[src/rtl/genetico_serial_eval_if.sv]
// Config/start/result bundle between the GA controller (master) and the
// serial chromosome evaluator (slave).
interface genetico_serial_eval_if #(
  parameter int N_IN   = 8,
  parameter int N_LE   = 29,
  parameter int N_OUT  = 8,
  parameter int SEL_W  = 6,
  parameter int CFG_W  = 3 + 2 * SEL_W,
  parameter int ADDR_W = $clog2(N_LE + N_OUT)
);
  logic              cfg_we;
  logic [ADDR_W-1:0] cfg_addr;
  logic [CFG_W-1:0]  cfg_wdata;
  logic              cfg_err;
  logic              start;
  logic [N_IN-1:0]   chrom_in;
  logic              in_ready;
  logic              busy;
  logic [N_OUT-1:0]  chrom_out;
  logic              out_valid;
  logic              out_ready;

  modport master (
    output cfg_we, cfg_addr, cfg_wdata, start, chrom_in, out_ready,
    input  cfg_err, in_ready, busy, chrom_out, out_valid
  );

  modport slave (
    input  cfg_we, cfg_addr, cfg_wdata, start, chrom_in, out_ready,
    output cfg_err, in_ready, busy, chrom_out, out_valid
  );
endinterface

[src/rtl/genetico_serial_eval.sv]
// Serial genetic-circuit evaluator: one logic element per clock over a
// feed-forward node vector, followed by a registered output selection.
module genetico_serial_eval #(
  parameter int N_IN  = 8,
  parameter int N_LE  = 29,
  parameter int N_OUT = 8,
  parameter int SEL_W = 6,
  parameter int CFG_W = 3 + 2 * SEL_W
) (
  input logic                   clk,
  input logic                   rst_n,
  genetico_serial_eval_if.slave bus
);
  localparam int N_NODE = N_IN + N_LE;
  localparam int N_CFG  = N_LE + N_OUT;
  localparam int ADDR_W = $clog2(N_CFG);
  localparam int K_W    = (N_LE > 1) ? $clog2(N_LE) : 1;

  typedef enum logic [1:0] {S_IDLE, S_EVAL, S_OUT, S_DONE} state_t;

  state_t              r_state, w_state_next;
  logic [K_W-1:0]      r_k;
  logic [N_NODE-1:0]   r_nodes;
  logic [CFG_W-1:0]    r_le_cfg  [N_LE];
  logic [SEL_W-1:0]    r_out_sel [N_OUT];
  logic [N_OUT-1:0]    r_chrom_out;
  logic                r_out_valid;
  logic                r_cfg_err;

  logic                w_last;
  logic                w_cfg_ok;
  logic                w_cfg_acc;
  logic [2**SEL_W-1:0] w_nodes_ext;
  logic [CFG_W-1:0]    w_cur_cfg;
  logic [2:0]          w_func;
  logic [SEL_W-1:0]    w_sel_a, w_sel_b, w_dst;
  logic [SEL_W:0]      w_limit;
  logic                w_a, w_b, w_le_out;
  logic [N_OUT-1:0]    w_out_vec;

  assign w_last    = (r_k == K_W'(N_LE - 1));
  assign w_cfg_ok  = (bus.cfg_addr < ADDR_W'(N_CFG));
  assign w_cfg_acc = bus.cfg_we && (r_state == S_IDLE) && w_cfg_ok;

  always_ff @(posedge clk or negedge rst_n) begin
    if (!rst_n) r_state <= S_IDLE;
    else        r_state <= w_state_next;
  end

  always_comb begin
    w_state_next = r_state;
    case (r_state)
      S_IDLE:  if (bus.start)     w_state_next = S_EVAL;
      S_EVAL:  if (w_last)        w_state_next = S_OUT;
      S_OUT:                      w_state_next = S_DONE;
      S_DONE:  if (bus.out_ready) w_state_next = S_IDLE;
      default:                    w_state_next = S_IDLE;
    endcase
  end

  // Zero-extend so any selector code indexes safely; codes past the last node read 0.
  always_comb begin
    w_nodes_ext              = '0;
    w_nodes_ext[N_NODE-1:0]  = r_nodes;
  end

  assign w_cur_cfg = r_le_cfg[r_k];
  assign w_func    = w_cur_cfg[CFG_W-1 -: 3];
  assign w_sel_b   = w_cur_cfg[2*SEL_W-1 -: SEL_W];
  assign w_sel_a   = w_cur_cfg[SEL_W-1:0];
  assign w_limit   = (SEL_W+1)'(N_IN) + (SEL_W+1)'(r_k);
  assign w_dst     = w_limit[SEL_W-1:0];

  // Nodes at or above the current LE may hold stale values from an earlier run.
  assign w_a = ({1'b0, w_sel_a} < w_limit) && w_nodes_ext[w_sel_a];
  assign w_b = ({1'b0, w_sel_b} < w_limit) && w_nodes_ext[w_sel_b];

  always_comb begin
    w_le_out = 1'b0;
    case (w_func)
      3'd0: w_le_out =   w_a & w_b;
      3'd1: w_le_out =   w_a | w_b;
      3'd2: w_le_out =   w_a ^ w_b;
      3'd3: w_le_out = ~(w_a & w_b);
      3'd4: w_le_out = ~(w_a | w_b);
      3'd5: w_le_out = ~(w_a ^ w_b);
      3'd6: w_le_out =   w_a;
      3'd7: w_le_out =  ~w_a;
      default: w_le_out = 1'b0;
    endcase
  end

  genvar gi;
  generate
    for (gi = 0; gi < N_OUT; gi++) begin : g_out_mux
      assign w_out_vec[gi] = ({1'b0, r_out_sel[gi]} < (SEL_W+1)'(N_NODE))
                             && w_nodes_ext[r_out_sel[gi]];
    end
  endgenerate

  always_ff @(posedge clk or negedge rst_n) begin
    if (!rst_n) begin
      for (int i = 0; i < N_LE; i++)  r_le_cfg[i]  <= '0;
      for (int i = 0; i < N_OUT; i++) r_out_sel[i] <= '0;
    end else if (w_cfg_acc) begin
      for (int i = 0; i < N_LE; i++)
        if (bus.cfg_addr == ADDR_W'(i)) r_le_cfg[i] <= bus.cfg_wdata;
      for (int i = 0; i < N_OUT; i++)
        if (bus.cfg_addr == ADDR_W'(N_LE + i)) r_out_sel[i] <= bus.cfg_wdata[SEL_W-1:0];
    end
  end

  always_ff @(posedge clk or negedge rst_n) begin
    if (!rst_n) begin
      r_k         <= '0;
      r_nodes     <= '0;
      r_chrom_out <= '0;
      r_out_valid <= 1'b0;
      r_cfg_err   <= 1'b0;
    end else begin
      r_cfg_err <= bus.cfg_we && !((r_state == S_IDLE) && w_cfg_ok);
      case (r_state)
        S_IDLE: if (bus.start) begin
          r_nodes[N_IN-1:0] <= bus.chrom_in;
          r_k               <= '0;
        end
        S_EVAL: begin
          r_nodes[w_dst] <= w_le_out;
          if (!w_last) r_k <= r_k + 1'b1;
        end
        S_OUT: begin
          r_chrom_out <= w_out_vec;
          r_out_valid <= 1'b1;
        end
        S_DONE: if (bus.out_ready) r_out_valid <= 1'b0;
        default: ;
      endcase
    end
  end

  assign bus.in_ready  = (r_state == S_IDLE);
  assign bus.busy      = (r_state != S_IDLE);
  assign bus.chrom_out = r_chrom_out;
  assign bus.out_valid = r_out_valid;
  assign bus.cfg_err   = r_cfg_err;
endmodule

[src/flat_wrapper.sv]
// flat-port wrapper written by rule: the top's interface ports become plain ports
module genetico_serial_eval_flat 
#(
  parameter int N_IN  = 8,
  parameter int N_LE  = 29,
  parameter int N_OUT = 8,
  parameter int SEL_W = 6,
  parameter int CFG_W = 3 + 2 * SEL_W
)
  (clk, rst_n, bus_cfg_we, bus_cfg_addr, bus_cfg_wdata, bus_start, bus_chrom_in, bus_out_ready, bus_cfg_err, bus_in_ready, bus_busy, bus_chrom_out, bus_out_valid);
  genetico_serial_eval_if #(.N_IN(N_IN), .N_LE(N_LE), .N_OUT(N_OUT), .SEL_W(SEL_W), .CFG_W(CFG_W)) bus_i ();
  input logic clk;
  input logic rst_n;
  input wire logic [$bits(bus_i.cfg_we)-1:0] bus_cfg_we;
  input wire logic [$bits(bus_i.cfg_addr)-1:0] bus_cfg_addr;
  input wire logic [$bits(bus_i.cfg_wdata)-1:0] bus_cfg_wdata;
  input wire logic [$bits(bus_i.start)-1:0] bus_start;
  input wire logic [$bits(bus_i.chrom_in)-1:0] bus_chrom_in;
  input wire logic [$bits(bus_i.out_ready)-1:0] bus_out_ready;
  output wire logic [$bits(bus_i.cfg_err)-1:0] bus_cfg_err;
  output wire logic [$bits(bus_i.in_ready)-1:0] bus_in_ready;
  output wire logic [$bits(bus_i.busy)-1:0] bus_busy;
  output wire logic [$bits(bus_i.chrom_out)-1:0] bus_chrom_out;
  output wire logic [$bits(bus_i.out_valid)-1:0] bus_out_valid;
  assign bus_i.cfg_we = bus_cfg_we;
  assign bus_i.cfg_addr = bus_cfg_addr;
  assign bus_i.cfg_wdata = bus_cfg_wdata;
  assign bus_i.start = bus_start;
  assign bus_i.chrom_in = bus_chrom_in;
  assign bus_i.out_ready = bus_out_ready;
  assign bus_cfg_err = bus_i.cfg_err;
  assign bus_in_ready = bus_i.in_ready;
  assign bus_busy = bus_i.busy;
  assign bus_chrom_out = bus_i.chrom_out;
  assign bus_out_valid = bus_i.out_valid;
  genetico_serial_eval #(.N_IN(N_IN), .N_LE(N_LE), .N_OUT(N_OUT), .SEL_W(SEL_W), .CFG_W(CFG_W)) u_core (.clk(clk), .rst_n(rst_n), .bus(bus_i));
endmodule
[config.mk]
export PLATFORM = sky130hd
export DESIGN_NAME = genetico_serial_eval_flat
export DESIGN_NICKNAME = d
export VERILOG_FILES = /design/src/rtl/genetico_serial_eval_if.sv /design/src/rtl/genetico_serial_eval.sv /design/src/flat_wrapper.sv
export SDC_FILE = /design/constraint.sdc
export NUM_CORES = 1
export LEC_CHECK = 0
export ABC_AREA = 0
export CORE_ASPECT_RATIO = 0.75
export CORE_MARGIN = 2
export CORE_UTILIZATION = 45
export DETAILED_ROUTE_END_ITERATION = 6
export SLEW_MARGIN = 20
export SYNTH_ARGS = -nofsm -noshare
export SYNTH_HDL_FRONTEND = slang
export SYNTH_SLANG_ARGS = --single-unit
[constraint.sdc]
create_clock -name clk -period 11.7 [get_ports clk]
set_input_delay 1.755 -clock clk [delete_from_list [all_inputs] [get_ports clk]]
set_output_delay 1.755 -clock clk [all_outputs]
set_load 0.005 [all_outputs]
==> results of run 1 <==
## per-layer routing
metal | track usage [%] | vias up | part of all wire, %
li1 | - | 8168 | -
met1 | 41.57 | 10320 | 44
met2 | 41.16 | 946 | 43
met3 | 6.147 | 169 | 9.8
met4 | 8.103 | 2 | 2.9
met5 | 1.109 | - | 0.11
## cell usage in the layout (no fill, tap or decap), types with 21 or more instances in the layout
master           instances
o21ai_0                 55
nand2_1                 70
inv_1                   24
ha_1                    23
buf_4                   75
nand3_1                 21
clkbuf_16               53
a21oi_1                100
mux2_2                 516
mux4_2                 105
a22oi_1                 36
a31oi_1                 48
clkdlybuf4s50_1         42
nor2_1                  90
dfrtp_1                533
mux2i_1                 84
a221oi_1                29
## path summary, 6_finish.rpt
check / end / slack, ns / cells past startpoint
setup / recovery: u_core.r_nodes[0]$_DFFE_PN0P_ / 4.19 / 21
hold / removal: u_core.r_le_cfg[26]$_DFFE_PN0P_ / 0.50 / 1
setup reg to reg: u_core.r_nodes[0]$_DFFE_PN0P_ / 4.19 / 21
hold reg to reg: u_core.r_le_cfg[26]$_DFFE_PN0P_ / 0.50 / 1
max in group asynchronous: u_core.r_le_cfg[353]$_DFFE_PN0P_ / 8.68 / 3
min in group asynchronous: u_core.r_le_cfg[256]$_DFFE_PN0P_ / 1.01 / 1
## power by group through the flow
stage	Sequential (mW)	Clock (mW)	Combinational [mW]
floorplan	2.18	0	1.39
global placement	2.41	0	1.79
detailed placement	2.42	0	1.82
CTS	2.38	1.73	1.83
global route	2.42	1.82	1.98
finish	2.40	1.70	1.86
## through the flow
step / cell area (µm²) / hold WS, ns
floorplan: 28110 / 0.4721
global placement: 29150 / 0.4810
detailed placement: 29150 / 0.4889
CTS: 30860 / 0.5050
global route: 30900 / 0.5170
finish: 30900 / 0.5022
## area by class of cell
cell class	instances	area (µm²)
Antenna cell	1	2.502
Clock buffer	82	1565
Clock inverter	12	146.4
Fill cell	5374	30980
Inverter	27	101.3
Multi-Input combinational cell	1413	13560
Sequential cell	537	13450
Tap cell	810	1013
Timing Repair Buffer	123	1059
## sequential cells by signal (all words and copies together), names as in the netlist
register,count
u_core.r_state,2
u_core.r_k,5
u_core.bus.cfg_err,1
u_core.r_nodes,37
u_core.bus.out_valid,1
u_core.r_out_sel,48
u_core.r_le_cfg,435
u_core.bus.chrom_out,8
## cells by family (layout without fill, tap and decap cells)
logic type / Yosys count / after routing / share of synthesized area [%]
AOI/OAI and AO/OA: 406 / 406 / 10.05
buffers and inverters: 254 / 244 / 4.059
adders and majority gates: 23 / 23 / 1.024
other: 0 / 1 / 0
muxes: 712 / 712 / 32.38
DFF: 537 / 537 / 47.80
and+or+nand+nor: 272 / 272 / 4.691
## critical path, cell delays in order, from the launching register on
cell,delay [ns]
dfrtp_4,0.90
buf_4,0.64
buf_4,0.70
mux2_2,0.42
a22oi_1,0.15
o221ai_1,0.26
a32oi_2,0.26
buf_4,0.34
mux2_2,0.37
o21ai_0,0.16
a21oi_1,0.06
o311a_1,0.38
or2_1,0.26
and2_1,0.19
ha_1,0.33
nand2b_1,0.12
o2bb2ai_1,0.09
o31a_1,0.33
o41ai_1,0.49
a211oi_4,0.08
buf_4,0.28
o41ai_1,0.40
==> flow_summary.ini, run 1 <==
[grt]
grt_overflow = 0
grt_pass1_wl_um = 134100
grt_max_degree = 117
grt_pass1_vias = 19910
track_usage_pct = 28.00
grt_antenna_before_repair = 2

[timing]
setup_violations = 0
grt_setup_unrepaired = no
finalSetupTns_ns = 0
setup_ws_ns = 4.190
skew_ns = 0.04340
max-slew-margin-rel_pct = 21.71
tightest_slew_ns = 1.172
hold_viol_final = 0
period_needed_ns = 7.510
slew_violations = 0
post-route-period-util_pct = 64.19
max_freq_ghz = 0.1332

[clock_network]
hold_buffers = 0
numCtsBuffers = 52
clk_pin_slew_ns = 0.07
clk_latency_ns = 0.64
clockBufferDepth = 3
postCtsSetupRepairBufs = 0
cts.repair.resized = 0
root_buffer = clkbuf_16
cts_tree = done
htreeDepth = 2
cts_sinks = 537

[floorplan]
io_pins = 46
core.rowCount = 79
core_area_um2 = 61880
die_w_um = 292.6
start_util_pct = 45.44
dieArea_um2 = 64510
fp.dieH_um = 220.5

[finish]
layout-drive-gt1-share_pct = 36.83
area_delta_synth_final_pct = 9.902
nets = 2211
final_core_util_pct = 49.94
instances_no_fill = 3005

[hold_path]
hold_start = u_core.r_le_cfg[26]$_DFFE_PN0P_
holdCritPathClass = reg2reg

[power_and_ir_drop]
power.switching_mw = 2.217
max-vdd-ir-drop_mv = 0.1185
power.internal_mw = 3.742
total_power_mw = 5.959
clock_power_share_pct = 28.6
comb_power_share_pct = 31.2
seq_power_share_pct = 40.2
cellLeakagePower_nw = 14.00
powerDensity_nw_per_um2 = 192.9
swShare_pct = 37.21

[synth]
synth_top_cell_area_share_pct = 47.80
synth-seq-cells = 537
syn_area_um2 = 28110
synth_common_cells = 537 x dfrtp_1, 516 x mux2_2, 151 x clkbuf_1
syn_nets = 2261
yosysWarnings = 0
synthTopCellsByArea = dfrtp_1 48%, mux2_2 21%, mux4_2 8.4%
synth.avg_cell_area_um2 = 12.76
synth_top_cell_by_area = dfrtp_1
seq_area_frac_synth_pct = 47.80
async_reset_ff_share_pct = 100.0
synth_cell_types = 77
synth_most_common_cell = dfrtp_1
synth_edf_count = 0
synth_cells = 2204
synthFlopType = dfrtp_1

[detailed_routing]
wl_per_cell_um = 29.69
via_per_inst = 6.525
drcViolationCount = 0
drt-initial-drc-count = 2327
first_pass_iters = 5
antenna_left = 0
vias = 19610
wl_um = 89230

[outcome]
status = completed

[worst_setup_path]
crit_path_max_fanout = 49
crit_path_start = u_core.r_k[0]$_DFFE_PN0P_
cp.arrival_ns = 8.04
crit_required_ns = 12.23
critPathKind = reg2reg
worstSetupEndpointType = flip-flop
r2r-start = u_core.r_k[0]$_DFFE_PN0P_
start_kind = flip-flop

[place]
placed_cells = 2909
hpwlAfterDp_um = 55910
io_buffers = 45
pre_cts_slack_ns = 4.264
gp_congestion = 0.8962

[flow_run]
cap_viol_max_count = 0
Power figures use the tool's default switching activity.
==> run 2: changes to the inputs <==
==> constraint.sdc (replaced) <==
create_clock -name clk -period 6.2 [get_ports clk]
set_input_delay 0.93 -clock clk [delete_from_list [all_inputs] [get_ports clk]]
set_output_delay 0.93 -clock clk [all_outputs]
set_load 0.005 [all_outputs]
==> flow_summary.ini, run 2 (same netlist as run 1, synthesis figures left out) <==
[worst_setup_path]
cp.arrival_ns = 6.38
crit_path_max_fanout = 29
start_kind = flip-flop
crit_chain = and3b_1 -> buf_4 -> a22oi_1 -> o211ai_1 -> o211ai_1 -> o31a_1 -> buf_4 -> mux2i_1 -> mux4_2 -> nand2_1 -> o2111ai_1 -> o311ai_0 -> and3b_1 -> ha_1 -> nor2_1 -> o2bb2ai_1 -> o31a_1 -> or3_1 -> nor3_2 -> a211oi_4 -> buf_12 -> o41ai_1
crit_required_ns = 6.73
max_stage_delay_ns = 0.75
cp_slowest_cell = dfrtp_4
critPathKind = reg2reg
worstSetupEndpointType = flip-flop

[clock_network]
clk_latency_ns = 0.65
htreeDepth = 2
numCtsBuffers = 54
root_buffer = clkbuf_16
cts_sinks = 537
clk_pin_slew_ns = 0.07
cts_tree = done
clockBufferDepth = 3

[floorplan]
die_w_um = 292.6
start_util_pct = 45.44
io_pins = 46
fp.dieH_um = 220.5
dieArea_um2 = 64510
core_area_um2 = 61880
core.rowCount = 79

[timing]
setup_violations = 0
tightest_slew_ns = 1.082
finalSetupTns_ns = 0
setup_ws_ns = 0.3450
hold_viol_final = 0
post-route-period-util_pct = 94.44
hold-worst-slack_ns = 0.3560
grt_setup_unrepaired = no
period_needed_ns = 5.855
slew_violations = 0
max_freq_ghz = 0.1708
skew_ns = 0.05227
max-slew-margin-rel_pct = 27.71

[detailed_routing]
drt-initial-drc-count = 2385
wl_um = 90150
vias = 19850
drcViolationCount = 0
via_per_inst = 6.457
wl_per_cell_um = 29.32
antenna_left = 0
first_pass_iters = 6

[flow_run]
cap_viol_max_count = 0

[place]
hpwlAfterDp_um = 56990
pre_cts_slack_ns = 0.2969
gp_congestion = 0.8989
post_dp_cell_area_um2 = 29710
io_buffers = 45

[power_and_ir_drop]
powerDensity_nw_per_um2 = 380.9
max-vdd-ir-drop_mv = 0.2792
cellLeakagePower_nw = 14.48

[grt]
grt_pass1_vias = 19940
grt_antenna_before_repair = 2
grt_overflow = 0
grt_max_degree = 157
grt_pass1_wl_um = 135000
track_usage_pct = 28.22

[finish]
final_common_cell = dfrtp_1
largest_register = u_core.r_le_cfg
multiInputGateArea_um2 = 13580
top_regs = u_core.r_le_cfg: 435 flops, u_core.r_out_sel: 48 flops, u_core.r_nodes: 37 flops
largest_reg_flops = 435
layout_common_cells = 533 x dfrtp_1, 516 x mux2_2, 131 x buf_4, 105 x mux4_2, 100 x a21oi_1
area_delta_synth_final_pct = 12.80
layout-drive-gt1-share_pct = 39.18
final.fill_count = 5323
fin_area_um2 = 31710
nets = 2277
seqCellArea_um2 = 13450

[hold_path]
holdCritPathClass = in2async

[outcome]
status = completed
run 2: layout make-up:
type                    instances  share of cell area [%]
repair buffers                187                   5.200
well taps                     810                   3.196
inverters                      27                  0.3196
clock buffers                  79                   5.062
flip-flops and latches        537                   42.41
clock inverters                21                  0.9863
diodes                          1                0.007891
multi-input cells            1413                   42.82
run 2: timing repair:
item	in CTS	in global routing
resized for setup	0	3
endpoints found under the setup margin	0	34
buffers inserted	0	6
hold buffers	0	0
run 2: metrics by stage:
step | util (%) | instances | total power [mW]
global placement | 48.03 | 2968 | 8.332
finish | 51.25 | 3075 | 12.08
floorplan | - | 2204 | 6.740
detailed placement | 48.02 | 2968 | 8.423
global route | 51.25 | 3074 | 12.56
CTS | 51.12 | 3068 | 11.97
run 2: path summary, 6_finish.rpt:
| check | start | to | slack, ns | cells after the start |
|---|---|---|---|---|
| max in group asynchronous | rst_n | u_core.r_le_cfg[143]$_DFFE_PN0P_ | 4.29 | 2 |
| setup reg to reg | u_core.r_k[1]$_DFFE_PN0P_ | u_core.r_nodes[5]$_DFFE_PN0P_ | 0.34 | 22 |
| setup / recovery | u_core.r_k[1]$_DFFE_PN0P_ | u_core.r_nodes[5]$_DFFE_PN0P_ | 0.34 | 22 |
| hold reg to reg | u_core.r_le_cfg[341]$_DFFE_PN0P_ | u_core.r_le_cfg[341]$_DFFE_PN0P_ | 0.50 | 1 |
| hold / removal | rst_n | u_core.r_le_cfg[197]$_DFFE_PN0P_ | 0.36 | 1 |
| min in group clk | u_core.r_le_cfg[341]$_DFFE_PN0P_ | u_core.r_le_cfg[341]$_DFFE_PN0P_ | 0.50 | 1 |
run 2: worst max-delay path, delay by kind of cell (launching register included):
kind                     cells  cell delay (ns)
AO/OA/AOI/OAI               10             2.23
adder cells (fa/ha/maj)      1             0.20
buffers and inverters        3             0.67
flip-flops                   1             0.75
multiplexers                 2             0.59
AND/OR/NAND/NOR              6             1.24
run 2: per-layer routing:
metal | GRT usage (%) | vias up | routed length, µm
li1 | - | 8301 | -
met1 | 41.94 | 10470 | 40340
met2 | 41.50 | 957 | 38900
met3 | 6.609 | 128 | 8891
met4 | 7.504 | 0 | 2020
met5 | 0.07391 | - | 0
run 2: where the power goes:
part           internal [mW]  switching (mW)  total (mW)  leakage [nW]
Combinational           1.76            2.28        4.03          6.18
Clock                   2.05            1.48        3.53         0.950
Sequential              3.90           0.610        4.51          7.35
